==> config.mk <==
export PLATFORM = sky130hd
export DESIGN_NAME = uart_tx_parity_framer
export DESIGN_NICKNAME = d
export VERILOG_FILES = /design/src/rtl/uart_tx_parity_framer.sv
export SDC_FILE = /design/constraint.sdc
export NUM_CORES = 1
export LEC_CHECK = 0
export CELL_PAD_IN_SITES_DETAIL_PLACEMENT = 1
export CELL_PAD_IN_SITES_GLOBAL_PLACEMENT = 1
export CORE_ASPECT_RATIO = 1.1
export CORE_MARGIN = 4
export CORE_UTILIZATION = 35
export CTS_CLUSTER_DIAMETER = 40
export DETAILED_ROUTE_END_ITERATION = 8
export PLACE_DENSITY = 0.84
export SLEW_MARGIN = 20
export SYNTH_ARGS = -nofsm -noshare
export SYNTH_HDL_FRONTEND = slang
export SYNTH_SLANG_ARGS = --single-unit
==> constraint.sdc <==
create_clock -name clk -period 1.8 [get_ports clk]
set_clock_uncertainty 0.2 [all_clocks]
set_input_delay 0.45 -clock clk [delete_from_list [all_inputs] [get_ports clk]]
set_output_delay 0.45 -clock clk [all_outputs]
set_load 0.02 [all_outputs]
==> src/rtl/uart_tx_parity_framer.sv <==
// UART transmit framer: start bit, DATA_WIDTH data bits LSB-first, optional parity
// (even/odd/mark/space) accumulated serially, then STOP_BITS stop bits.
module uart_tx_parity_framer #(
  parameter int DATA_WIDTH   = 8,
  parameter int STOP_BITS    = 1,
  parameter int CLKS_PER_BIT = 16
) (
  input  logic                  clk,
  input  logic                  rst,
  input  logic [DATA_WIDTH-1:0] data_i,
  input  logic                  valid_i,
  output logic                  ready_o,
  input  logic [2:0]            parity_mode_i,
  output logic                  tx_o,
  output logic                  busy_o,
  output logic                  parity_o,
  output logic                  done_o
);

  localparam int BW = (CLKS_PER_BIT > 1) ? $clog2(CLKS_PER_BIT) : 1;
  localparam int CW = $clog2(DATA_WIDTH + 1);

  typedef enum logic [2:0] {S_IDLE, S_START, S_DATA, S_PARITY, S_STOP} state_t;

  state_t                state_q, state_d;
  logic [BW-1:0]         baud_q;
  logic [CW-1:0]         bit_q;
  logic [DATA_WIDTH-1:0] shreg_q;
  logic [2:0]            mode_q;
  logic                  acc_q, parity_q, done_q;
  logic                  bit_end, accept, parity_en, last_data, last_stop;
  logic                  acc_nx, par_bit;

  assign bit_end   = (baud_q == BW'(CLKS_PER_BIT - 1));
  assign accept    = valid_i && (state_q == S_IDLE);
  assign parity_en = (mode_q >= 3'd1) && (mode_q <= 3'd4);
  assign last_data = (bit_q == CW'(DATA_WIDTH - 1));
  assign last_stop = (bit_q == CW'(STOP_BITS - 1));

  // Parity must include the bit leaving the shifter on this boundary.
  always_comb begin
    acc_nx  = acc_q ^ shreg_q[0];
    par_bit = 1'b0;
    case (mode_q)
      3'd1:    par_bit = acc_nx;
      3'd2:    par_bit = ~acc_nx;
      3'd3:    par_bit = 1'b1;
      default: par_bit = 1'b0;
    endcase
  end

  always_comb begin
    state_d = state_q;
    tx_o    = 1'b1;
    case (state_q)
      S_IDLE:   if (accept) state_d = S_START;
      S_START: begin
        tx_o = 1'b0;
        if (bit_end) state_d = S_DATA;
      end
      S_DATA: begin
        tx_o = shreg_q[0];
        if (bit_end && last_data) state_d = parity_en ? S_PARITY : S_STOP;
      end
      S_PARITY: begin
        tx_o = parity_q;
        if (bit_end) state_d = S_STOP;
      end
      S_STOP:   if (bit_end && last_stop) state_d = S_IDLE;
      default:  state_d = S_IDLE;
    endcase
  end

  assign ready_o  = (state_q == S_IDLE);
  assign busy_o   = ~ready_o;
  assign parity_o = parity_q;
  assign done_o   = done_q;

  always_ff @(posedge clk) begin
    if (rst) begin
      state_q  <= S_IDLE;
      baud_q   <= '0;
      bit_q    <= '0;
      shreg_q  <= '0;
      mode_q   <= '0;
      acc_q    <= 1'b0;
      parity_q <= 1'b0;
      done_q   <= 1'b0;
    end else begin
      state_q <= state_d;
      done_q  <= (state_q == S_STOP) && (state_d == S_IDLE);
      if (state_q == S_IDLE) baud_q <= '0;
      else                   baud_q <= bit_end ? '0 : baud_q + BW'(1);
      case (state_q)
        S_IDLE: if (accept) begin
          shreg_q <= data_i;
          mode_q  <= parity_mode_i;
          acc_q   <= 1'b0;
          bit_q   <= '0;
        end
        S_DATA: if (bit_end) begin
          acc_q   <= acc_nx;
          shreg_q <= shreg_q >> 1;
          bit_q   <= last_data ? '0 : bit_q + CW'(1);
          if (last_data && parity_en) parity_q <= par_bit;
        end
        S_STOP: if (bit_end) bit_q <= bit_q + CW'(1);
        default: ;
      endcase
    end
  end

endmodule
==> reports/results.txt <==
Max Buffers Root-to-Sink -> 2
cts bufs inserted -> 3
failing checks -> negative setup slack
Mapped Cells -> 157
largest family of logic cells by synthesized area -> simple AND/OR/NAND/NOR gates
Port Buffers -> 18
CP endpoint kind -> primary output
routability cong. -> 0.865
post-synth top area share -> 38.3%
Fin. Hold Viols -> 0
vias in the first global route -> 1530
Adder-Cell Fraction of Synth Area -> 2.87%
Max Cap Viol -> 0
max-slew violations -> 0
drt drc -> 0
Die Height -> 72.1 um
Cell Area, Synth -> 1310 um^2
CTS tree -> built
largest area contributor in the netlist -> dfxtp_1
Post-Synth Simple-Gate Area -> 27.9%
WL final -> 5.30 mm
VDD IR max -> 0.000467 V
first-pass GRT wire length -> 7.45 mm
Placement Setup Slack -> -0.532 ns
Reg-to-Reg Start -> state_q[1]
Setup-failing EPs final -> 12
Final Core Density -> 57.1%
antenna diode count -> 0
Ports -> 19
nets@finish -> 227
clock latency on the worst-skew pair -> 0.28 ns
Hold Startpoint -> shreg_q[7]
hpwl dp -> 2.97 mm
WP data required -> 1.15 ns
sequential share of the synthesized area -> 38.3%
Worst Tran Pin Value -> 0.451 ns
Synth Area in Compound Gates -> 20.2%
pwr dens -> 560 nW/um^2
Synth area leaders -> dfxtp_1 38%, nand2_1 8.0%, nor2_1 4.0%
Top FF cell, synth -> dfxtp_1
pin count of the biggest net entering global routing -> 15
via count -> 1420
crit path max fanout -> 3
DRT Pass-1 Iters -> 4
final worst path period share -> 108%
overall routing resource usage -> 20.5%
area of the die -> 4780 um^2
HP Class -> register to register
CP startpoint -> state_q[1]
Period minus WS final -> 1.94 ns
ys async rst share -> 0%
CTS sink cnt -> 25
Post-synth EDFFs -> 0
total grt overflow -> 0
Slew headroom -> 69.8%
Placement Cell Area -> 1700 um^2
synthesis-to-layout area growth -> 58.5%
root buffer cell -> clkbuf_8
drt wl/cell -> 20.5 um
CTS H-tree lvls -> 1
Seq cells post-synth -> 25
Mapped Nets -> 174
share of post-route cells with drive strength above 1 -> 38.8%
number of unique standard cell types used by synthesis -> 46
syn_area_per_cell -> 8.33 um^2
unrepaired setup endpoints after global routing -> yes
run status -> finished with violations
# rows -> 23
routed vias/inst -> 5.48
Critical Path Start Type -> register
Ys Warns -> 0
die width -> 66.3 um
slack of the critical path -> -0.145 ns
DR iter-0 viols -> 85
cts hold-fix bufs -> 0
post-synthesis mux area share -> 1.53%
Crit Path Class -> register to primary output
Synth Area in XOR/XNOR -> 4.02%
DRT antenna net count -> 0
Starting Density -> 36.1%
Max Fclk -> 0.514 GHz
Final Instance Area -> 2070 um^2
WP data arrival -> 1.29 ns
core area -> 3630 um^2
clock slew at reported path FFs -> 0.09 ns
initial antenna violation count -> 0
static leakage -> 0.822 nW
layout by cell type, fill, tap and decap left out, types with 2 or more instances in the layout:
| cell type | synthesis | final |
|---|---|---|
| nor2_1 | 14 | 13 |
| dfxtp_2 | 0 | 3 |
| buf_4 | 0 | 29 |
| dfxtp_4 | 0 | 3 |
| nand2_1 | 28 | 27 |
| a311oi_1 | 5 | 4 |
| a21oi_1 | 6 | 6 |
| nand3_1 | 8 | 7 |
| nand4b_1 | 2 | 2 |
| a311oi_2 | 2 | 3 |
| o311ai_0 | 2 | 2 |
| and3_4 | 0 | 3 |
| o21ai_1 | 1 | 2 |
| inv_1 | 6 | 5 |
| mux2i_1 | 2 | 2 |
| clkbuf_8 | 0 | 3 |
| a211oi_1 | 3 | 2 |
| ha_1 | 3 | 2 |
| xnor2_1 | 5 | 4 |
| buf_6 | 1 | 11 |
| dlygate4sd2_1 | 0 | 3 |
| dfxtp_1 | 25 | 19 |
| o21ai_4 | 1 | 2 |
| nor3_1 | 3 | 3 |
| o21ai_0 | 4 | 3 |
| or3b_4 | 0 | 2 |
| clkdlybuf4s50_1 | 0 | 12 |
per-stage QoR:
step | hold slack, ns | TNS, ns | std cells | power [mW]
floorplan | 0.218 | 0 | 157 | 0.686
finish | 0.285 | -0.916 | 259 | 1.16
detailed placement | 0.256 | -7.25 | 241 | 0.769
global placement | 0.250 | -5.97 | 241 | 0.758
CTS | 0.275 | -0.304 | 250 | 1.13
global route | 0.318 | -1.80 | 259 | 1.21
layer usage:
metal | GRT usage [%] | wire length (um)
met1 | 21.8 | 2000
met2 | 37.2 | 2890
met3 | 4.64 | 204
met4 | 10.6 | 201
met5 | 0 | 0
kinds of logic (layout without fill, tap and decap cells):
kind of cell    after synthesis  in the layout
flops                        25             25
buf+inv                      15             66
xor+xnor                      6              6
compound gates               34             35
mux                           2              2
fa+ha+maj                     3              3
simple gates                 72             72
what timing repair did:
item / 4_1_cts / 5_1_grt
cloned: 1 / 0
gates resized for setup: 45 / 27
pin swaps: 10 / 11
buffers inserted: 4 / 9
setup endpoints to repair: 22 / 22
cell usage after synthesis, drive strengths merged (2+ instances only):
library cell  instances
nor2                 14
mux2i                 2
o311ai                2
xnor2                 5
a21oi                 6
nand4b                2
nand2                28
or3b                  2
a311oi                7
clkbuf                6
and3                  3
inv                   6
o21ai                 6
dfxtp                25
buf                   3
nand3                 9
ha                    3
nor3                  4
a211oi                3
nor3b                 2
report_power, final:
group          switching, mW  internal (mW)  leakage (nW)
logic                  0.108          0.112         0.589
clock network          0.193          0.156        0.0255
registers             0.0198          0.571         0.208
registers in the layout (all words and copies together) (netlist names):
name and count:
acc_q 1, baud_q 4, bit_q 4, done_o 1, mode_q 3, parity_o 1, shreg_q 8, state_q 3
area by class of cell:
cell class | instances | area [um^2]
clock buffers | 3 | 41.3
clock inverters | 1 | 5.00
inverters | 6 | 22.5
repair buffers | 56 | 503
fillers | 425 | 1550
multi-input cells | 118 | 922
well taps | 50 | 62.6
flip-flops and latches | 25 | 515
final timing paths:
path,end,slack (ns),cells after the start
hold / removal,shreg_q[7],0.28,2
setup reg to reg,acc_q,-0.13,6
hold reg to reg,shreg_q[7],0.28,2
setup / recovery,tx_o,-0.14,5
worst max-delay path, cell delays in order, from the launching register on:
cell and delay, ns:
dfxtp_4 0.37, buf_6 0.12, nand2_1 0.07, a21oi_1 0.08
or2_4 0.24, buf_6 0.13
(Power assumes the default switching activity.)
